--- src/rtl/lsb_stego_wb.sv ---
// LSB steganography engine: embeds/extracts a MSG_W-bit payload in pixel LSBs, XOR-whitened by a keyed LFSR.
// pix_out/pix_valid_o lag pix_in by one cycle, with no pixel backpressure; Wishbone acks one cycle after the request.
module lsb_stego_wb #(
   parameter int PIX_W = 8,
   parameter int NLSB  = 1,
   parameter int MSG_W = 32
) (
   input  logic             wb_clk_i,
   input  logic             wb_rst_i,
   input  logic             wbs_stb_i,
   input  logic             wbs_cyc_i,
   input  logic             wbs_we_i,
   input  logic [3:0]       wbs_sel_i,
   input  logic [31:0]      wbs_adr_i,
   input  logic [31:0]      wbs_dat_i,
   output logic             wbs_ack_o,
   output logic [31:0]      wbs_dat_o,
   input  logic [PIX_W-1:0] pix_in,
   input  logic             pix_valid_i,
   output logic [PIX_W-1:0] pix_out,
   output logic             pix_valid_o,
   output logic             busy_o,
   output logic             irq_o
);
   localparam int NPIX  = MSG_W / NLSB;
   localparam int CNT_W = $clog2(NPIX);

   typedef enum logic [1:0] {IDLE = 2'd0, RUN = 2'd1, DONE = 2'd2} state_t;

   state_t           state_q, state_d;
   logic             ack_q, ack_d;
   logic [31:0]      dat_q, dat_d;
   logic             mode_q, mode_d;
   logic             irq_en_q, irq_en_d;
   logic             done_q, done_d;
   logic [31:0]      key_q, key_d;
   logic [MSG_W-1:0] msg_q, msg_d;
   logic [31:0]      lfsr_q, lfsr_d;
   logic [MSG_W-1:0] shreg_q, shreg_d;
   logic [CNT_W-1:0] cnt_q, cnt_d;
   logic [PIX_W-1:0] pix_q, pix_d;
   logic             pvld_q;

   logic             req, wr, busy, start, accept;
   logic [NLSB-1:0]  ks;
   logic [31:0]      rdata;
   logic             unused_adr;

   assign unused_adr = ^{wbs_adr_i[31:4], wbs_adr_i[1:0]};

   function automatic logic [31:0] byte_merge(input logic [31:0] old_v,
                                              input logic [31:0] new_v,
                                              input logic [3:0]  be);
      logic [31:0] r;
      r = old_v;
      for (int i = 0; i < 4; i++) begin
         if (be[i]) r[8*i +: 8] = new_v[8*i +: 8];
      end
      return r;
   endfunction

   always_comb begin
      req    = wbs_stb_i & wbs_cyc_i & ~ack_q;
      wr     = req & wbs_we_i;
      busy   = (state_q != IDLE);
      start  = wr && (wbs_adr_i[3:2] == 2'd0) && wbs_sel_i[0] && wbs_dat_i[0] && !busy;
      accept = (state_q == RUN) && pix_valid_i;
      ks     = lfsr_q[NLSB-1:0];
   end

   always_comb begin
      rdata = '0;
      case (wbs_adr_i[3:2])
         2'd0:    rdata = {29'd0, irq_en_q, mode_q, 1'b0};
         2'd1:    rdata = key_q;
         2'd2:    rdata = msg_q;
         default: rdata = {30'd0, done_q, busy};
      endcase
   end

   always_comb begin
      state_d  = state_q;
      ack_d    = req;
      dat_d    = (req && !wbs_we_i) ? rdata : '0;
      mode_d   = mode_q;
      irq_en_d = irq_en_q;
      done_d   = done_q;
      key_d    = key_q;
      msg_d    = msg_q;
      lfsr_d   = lfsr_q;
      shreg_d  = shreg_q;
      cnt_d    = cnt_q;
      pix_d    = pix_in;

      if (wr) begin
         case (wbs_adr_i[3:2])
            2'd0: if (wbs_sel_i[0]) begin
               irq_en_d = wbs_dat_i[2];
               if (!busy) mode_d = wbs_dat_i[1];
            end
            2'd1: if (!busy) key_d = byte_merge(key_q, wbs_dat_i, wbs_sel_i);
            2'd2: if (!busy) msg_d = byte_merge(msg_q, wbs_dat_i, wbs_sel_i);
            default: if (wbs_sel_i[0] && wbs_dat_i[1]) done_d = 1'b0;
         endcase
      end

      // FSM updates come last so setting done in DONE wins over a same-cycle clear.
      case (state_q)
         IDLE: if (start) begin
            state_d = RUN;
            lfsr_d  = key_q;
            shreg_d = wbs_dat_i[1] ? '0 : msg_q;
            cnt_d   = '0;
            done_d  = 1'b0;
         end
         RUN: if (accept) begin
            lfsr_d = {lfsr_q[30:0], lfsr_q[31] ^ lfsr_q[21] ^ lfsr_q[1] ^ lfsr_q[0]};
            cnt_d  = cnt_q + CNT_W'(1);
            if (mode_q) begin
               shreg_d = {pix_in[NLSB-1:0] ^ ks, shreg_q[MSG_W-1:NLSB]};
            end else begin
               pix_d   = {pix_in[PIX_W-1:NLSB], shreg_q[NLSB-1:0] ^ ks};
               shreg_d = shreg_q >> NLSB;
            end
            if (cnt_q == CNT_W'(NPIX - 1)) state_d = DONE;
         end
         DONE: begin
            state_d = IDLE;
            done_d  = 1'b1;
            if (mode_q) msg_d = shreg_q;
         end
         default: state_d = IDLE;
      endcase
   end

   always_ff @(posedge wb_clk_i or posedge wb_rst_i) begin
      if (wb_rst_i) begin
         state_q  <= IDLE;
         ack_q    <= 1'b0;
         dat_q    <= '0;
         mode_q   <= 1'b0;
         irq_en_q <= 1'b0;
         done_q   <= 1'b0;
         key_q    <= '0;
         msg_q    <= '0;
         lfsr_q   <= '0;
         shreg_q  <= '0;
         cnt_q    <= '0;
         pix_q    <= '0;
         pvld_q   <= 1'b0;
      end else begin
         state_q  <= state_d;
         ack_q    <= ack_d;
         dat_q    <= dat_d;
         mode_q   <= mode_d;
         irq_en_q <= irq_en_d;
         done_q   <= done_d;
         key_q    <= key_d;
         msg_q    <= msg_d;
         lfsr_q   <= lfsr_d;
         shreg_q  <= shreg_d;
         cnt_q    <= cnt_d;
         pix_q    <= pix_d;
         pvld_q   <= pix_valid_i;
      end
   end

   assign wbs_ack_o   = ack_q;
   assign wbs_dat_o   = dat_q;
   assign pix_out     = pix_q;
   assign pix_valid_o = pvld_q;
   assign busy_o      = busy;
   assign irq_o       = done_q & irq_en_q;

endmodule
--- config.mk ---
export PLATFORM = sky130hd
export DESIGN_NAME = lsb_stego_wb
export DESIGN_NICKNAME = d
export VERILOG_FILES = /design/src/rtl/lsb_stego_wb.sv
export SDC_FILE = /design/constraint.sdc
export NUM_CORES = 1
export LEC_CHECK = 0
export ABC_CLOCK_PERIOD_IN_PS = 12600
export CORE_ASPECT_RATIO = 0.7
export CORE_MARGIN = 2
export CORE_UTILIZATION = 60
export CTS_BUF_LIST = sky130_fd_sc_hd__clkbuf_8
export DETAILED_ROUTE_END_ITERATION = 10
export PLACE_DENSITY = 0.95
export SYNTH_ARGS = -nofsm -noshare
export SYNTH_HDL_FRONTEND = slang
export SYNTH_SLANG_ARGS = --single-unit
--- constraint.sdc ---
create_clock -name wb_clk_i -period 12.6 [get_ports wb_clk_i]
set_input_delay 3.78 -clock wb_clk_i [delete_from_list [all_inputs] [get_ports wb_clk_i]]
set_output_delay 3.78 -clock wb_clk_i [all_outputs]
set_load 0.01 [all_outputs]
After elaboration in Yosys (flattened, before gate mapping). Index checks and enable logic that the tools add are counted.

Register bits: 180. Input bits: 82. Word-level logic and storage cells: 92.

Add/subtract/negate cells: 1. Eq/ne operators: 8. Muxes and demuxes: 34. Bitwise logic cells: 11. Reduce and logical (&&, ||, !) cells: 22.

Operator list (number): 32-bit 2-to-1 mux (12); 32-bit one-hot mux with 2 select lines (2); 32-bit one-hot mux with 3 select lines (1); 8-bit 2-to-1 mux (4); 4-bit AND reduction (5); 5-bit 2-to-1 mux (2); 5-bit one-hot mux with 2 select lines (1); 3-bit AND reduction (3); 1-bit logical AND (7); 1-bit 2-to-1 mux (7); 2-bit 2-to-1 mux (3); 5-bit by 1-bit adder with 5-bit output (second input constant) (1); 5-bit equality test (second input constant) (1); 1-bit XOR (5); 1-bit AND (4); 2-bit by 1-bit equality test with 1-bit output (second input constant) (2); 2-bit equality test (second input constant) (2); 2-bit logical NOT (2); 2-bit != test (second input constant) (2); 2-bit one-hot mux with 2 select lines (1); 2-bit nonzero test (2); 3-bit OR reduction (1); 1-bit logical NOT (2); 2-bit by 1-bit != test with 1-bit output (second input constant) (1); other kinds (2) (3).

Logic depth before layout (Yosys ltp).
Word-level depth: 9. Mapped depth: 7.

Least setup slack after synthesis. OpenSTA, ideal clock, no wires.

Kind: input-to-reg. Start: in wbs_adr_i[2]. End: reg lfsr_q[1]. Library setup time: 0.125 ns. Arrival time: 5.070 ns. Path slack: 7.405 ns. Stages on the path: 7. Buffers on the path: 3. Cell sequence: buf_6 and4bb_2 nand3b_2 a21oi_2 buf_6 buf_8 mux2_2.

Word-level cells in the longest chain between the ends: 7.

Ends and longest elaborated chain: start: declaration (line 14) `input logic [31:0] wbs_adr_i,`; 2-bit logical NOT (line 66) `start = wr && (wbs_adr_i[3:2] == 2'd0) && wbs_sel_i[0] && wbs_dat_i[0] && !busy;`; 1-bit logical AND (4 in series) (line 66); 2-bit != test (no source line); 3-bit AND reduction (no source line); end signal: assignment (line 160) `lfsr_q <= lfsr_d;`; end: declaration (line 38) `logic [31:0] lfsr_q, lfsr_d;`.

Every way passes these cells. A chain may end at the register's enable or synchronous reset.

Worst setup path after layout.
Start: in wbs_we_i. End: reg lfsr_q[10].

Word-level cells in the longest chain between the ends: 7.

Ends and longest elaborated chain: start: declaration (line 12) `input logic wbs_we_i,`; 1-bit AND (line 64) `wr = req & wbs_we_i;`; 1-bit logical AND (4 in series) (line 66); 2-bit != test (no source line); 3-bit AND reduction (no source line).

Every way passes these cells.

==> flow_metrics.env <==
export IMPL_status="finished, final reports clean"
export IMPL_pwr_density_cell_mw_per_mm2=172
export IMPL_synth_compound_area_share_pct=12.8
export IMPL_dp_hpwl_um=11400
export IMPL_p_leak_nw=4.20
export IMPL_die_w_um=141
export IMPL_num_antenna_cells=0
export IMPL_dp_cells=840
export IMPL_clock_power_share_pct=24.9
export IMPL_dieArea_mm2=0.0141
export IMPL_min_from="lfsr_q[26]"
export IMPL_ir_drop_uv=97.0
export IMPL_finalClockSkew_ns=0.0133
export IMPL_fin_hold_ws_ns=0.511
export IMPL_synth_simple_gate_area_share_pct=7.30
export IMPL_synthXorXnorAreaFrac_pct=0.635
export IMPL_cts_buffers=17
export IMPL_internal_power_mw=1.13
export IMPL_die_y_um=99.9
export IMPL_grt_max_degree=111
export IMPL_synth_main_ff_cell="dfrtp_1"
export IMPL_grt_pass1_vias=5776
export IMPL_postCtsSetupBuffers=0
export IMPL_pin_count=126
export IMPL_grt_usage_pct=26.9
export IMPL_hold_class="flop to flop"
export IMPL_power_frac_comb_pct=22.3
export IMPL_drv_slew=0
export IMPL_cts_htree_levels=4
export IMPL_tns_ns=0
export IMPL_cap_violations=0
export IMPL_synth_top_family_by_area="multiplexers"
export IMPL_synth_area_mm2=0.00788
export IMPL_cp_required_ns=12.94
export IMPL_fmax_mhz=160
export IMPL_drt_iter0_drc=480
export IMPL_rows=34
export IMPL_p_total_mw=1.60
export IMPL_finalCritPeriodShare_pct=49.6
export IMPL_viasPerCell=6.31
export IMPL_io_buffer_count=95
export IMPL_worst_r2r_cell_count=5
export IMPL_cts_hold_fix_buffers=0
export IMPL_ys_ff_latch=180
export IMPL_synth_cells=620
export IMPL_worstMarginPinSlew_ns=1.12
export IMPL_yosys_area_share_adder_pct=0.317
export IMPL_fin_nets=781
export IMPL_drive_above_1_share_pct=21.5
export IMPL_routed_wl_um=17900
export IMPL_fillers=803
export IMPL_ant_nets=0
export IMPL_critPathLaunch="wbs_we_i"
export IMPL_drc=0
export IMPL_reg2reg_from="state_q[0]"
export IMPL_grt_pass1_wl_um=29600
export IMPL_cts_root_buffer_cell="clkbuf_8"
export IMPL_rsz0062_at_grt="no"
export IMPL_area_growth_pct=17.6
export IMPL_worst_ep_arrival_time_ns=6.58
export IMPL_p_sw_uw=471
export IMPL_startpoint_type="primary input"
export IMPL_async_reset_ff_share_pct=100
export IMPL_path_max_fanout=46
export IMPL_crit_type="primary input to flop"
export IMPL_swShare_pct=29.4
export IMPL_slew_headroom_pct=25.2
export IMPL_r2r_slack_ns=9.55
export IMPL_synthMuxAreaShare_pct=18.3
export IMPL_cts_tree="done"
export IMPL_synth_avg_cell_area_um2=12.7
export IMPL_finalSetupViolations=0
export IMPL_reg2reg_to="lfsr_q[10]"
export IMPL_yosysUniqueCellTypes=45
export IMPL_drtPass1Iterations=5
export IMPL_placed_area_mm2=0.00887
export IMPL_crit_path_end_kind="flop"
export IMPL_clk_latency_ns=0.45
export IMPL_vias=5506
export IMPL_gr_total_overflow=0
export IMPL_report_final_hold_viol_count=0
export IMPL_synth_edf_count=0
export IMPL_antenna_found_initial=0
export IMPL_wl_per_cell_um=20.5
export IMPL_clock_sinks=180
export IMPL_endpoint="lfsr_q[10]"
export IMPL_fin_crit_ns=6.25
export IMPL_power_frac_seq_pct=52.9
export IMPL_post_cts_resize_count=0
export IMPL_yosysSeqAreaShare_pct=57.1
export IMPL_clock_tree_buffer_depth=2
export IMPL_instances_no_fill=872
export IMPL_clk_pin_slew_ns=0.08
export IMPL_fin_area_mm2=0.00927
export IMPL_initial_core_util_pct=62.4
export IMPL_core_area_mm2=0.0126
export IMPL_synth_yosys_warnings=0
export IMPL_synthesis_nets=704
export IMPL_gp_congestion=0.863
-- cell type report --
class	count	area [um^2]	area share, %
Tap cell	162	203	2.19
Inverter	7	31.3	0.337
Multi-Input combinational cell	387	3110	33.6
Clock buffer	17	234	2.52
Timing Repair Buffer	104	1020	11.0
Clock inverter	15	168	1.81
Sequential cell	180	4510	48.6
-- cells in the mapped netlist, types with 2 or more instances --
cell type	number	area share [%]
dfrtp_1	180	57
mux2_2	95	14
nor2_1	68	3.2
mux2i_1	35	4.4
a21oi_1	34	2.2
a221oi_1	31	3.4
a2bb2oi_1	31	3.4
a22oi_1	30	2.9
clkbuf_1	22	1.0
nand2_1	10	0.48
buf_1	8	0.38
buf_2	7	0.44
inv_1	7	0.33
buf_6	5	0.71
nand3_1	5	0.32
o21ai_0	5	0.32
nand3_2	4	0.51
nor2b_1	4	0.32
and2_1	3	0.24
and3_1	3	0.24
nand4_1	3	0.24
nand4_2	3	0.48
and3b_1	2	0.22
buf_4	2	0.19
ha_1	2	0.32
xnor2_1	2	0.22
-- layer usage --
layer / track usage [%] / vias to the layer above / share of wire, %
met5: 0 / - / 0
met4: 8.85 / 0 / 1.0
met3: 6.35 / 19 / 6.7
met2: 43.1 / 238 / 49
met1: 37.1 / 2807 / 43
li1: - / 2442 / -
-- power by group through the flow --
stage          clock (mW)  combinational, mW  sequential (mW)
2_1_floorplan           0              0.277            0.811
3_3_place_gp            0              0.331            0.833
3_5_place_dp            0              0.355            0.849
4_1_cts             0.402              0.358            0.841
5_1_grt             0.427              0.390            0.863
6_report            0.398              0.356            0.845
-- worst min-delay path by stage --
stage	end	slack [ns]	depth (start not counted)
CTS	lfsr_q[26]	0.52	1
global placement	lfsr_q[19]	0.49	1
detailed placement	lfsr_q[5]	0.49	1
global route	lfsr_q[22]	0.53	1
floorplan	cnt_q[2]	0.47	1
finish	lfsr_q[26]	0.51	1
-- worst max-delay path, cell delays in order --
cell             delay, ns
clkdlybuf4s50_1       0.52
and4b_1               0.46
nand3b_2              0.21
a21oi_4               0.56
buf_4                 0.61
mux2_2                0.41
-- cells in the final DEF (no fill, tap or decap), drive strengths merged, types with 2 or more instances in the layout --
cell type | netlist | final
nor2b | 4 | 4
buf | 24 | 9
clkinv | 0 | 4
ha | 2 | 2
and3 | 3 | 3
mux2 | 95 | 95
a2bb2oi | 31 | 31
nand3b | 2 | 2
a221oi | 31 | 31
inv | 7 | 11
mux2i | 35 | 35
nand4 | 6 | 6
o21ai | 5 | 5
clkbuf | 22 | 17
a21oi | 35 | 35
clkinvlp | 0 | 4
nor2 | 69 | 69
and2 | 3 | 3
nand3 | 9 | 9
bufinv | 0 | 3
dfrtp | 180 | 180
xnor2 | 2 | 2
a22oi | 30 | 30
nand2 | 11 | 11
clkdlybuf4s50 | 0 | 95
and3b | 2 | 2
-- through the flow --
step / setup WS, ns / utilization, %
after floorplan: 3.93 / -
after global placement: 6.01 / 70.2
after detailed placement: 5.94 / 70.2
after CTS: 6.41 / 73.4
after global routing: 6.25 / 73.4
final: 6.35 / 73.4
-- kinds of logic after synthesis --
kind of cell / after synthesis
buf+inv: 53
xor+xnor: 4
mux: 131
compound gates: 136
fa+ha+maj: 2
flops: 180
simple gates: 114
-- sequential cells by signal (all words and copies together) (netlist names) --
name         flops
irq_en_q         1
pix_valid_o      1
wbs_ack_o        1
lfsr_q          32
wbs_dat_o       32
msg_q           32
cnt_q            5
state_q          2
shreg_q         32
done_q           1
key_q           32
pix_out          8
mode_q           1
Note: power is estimated with default switching activity, not from simulation.
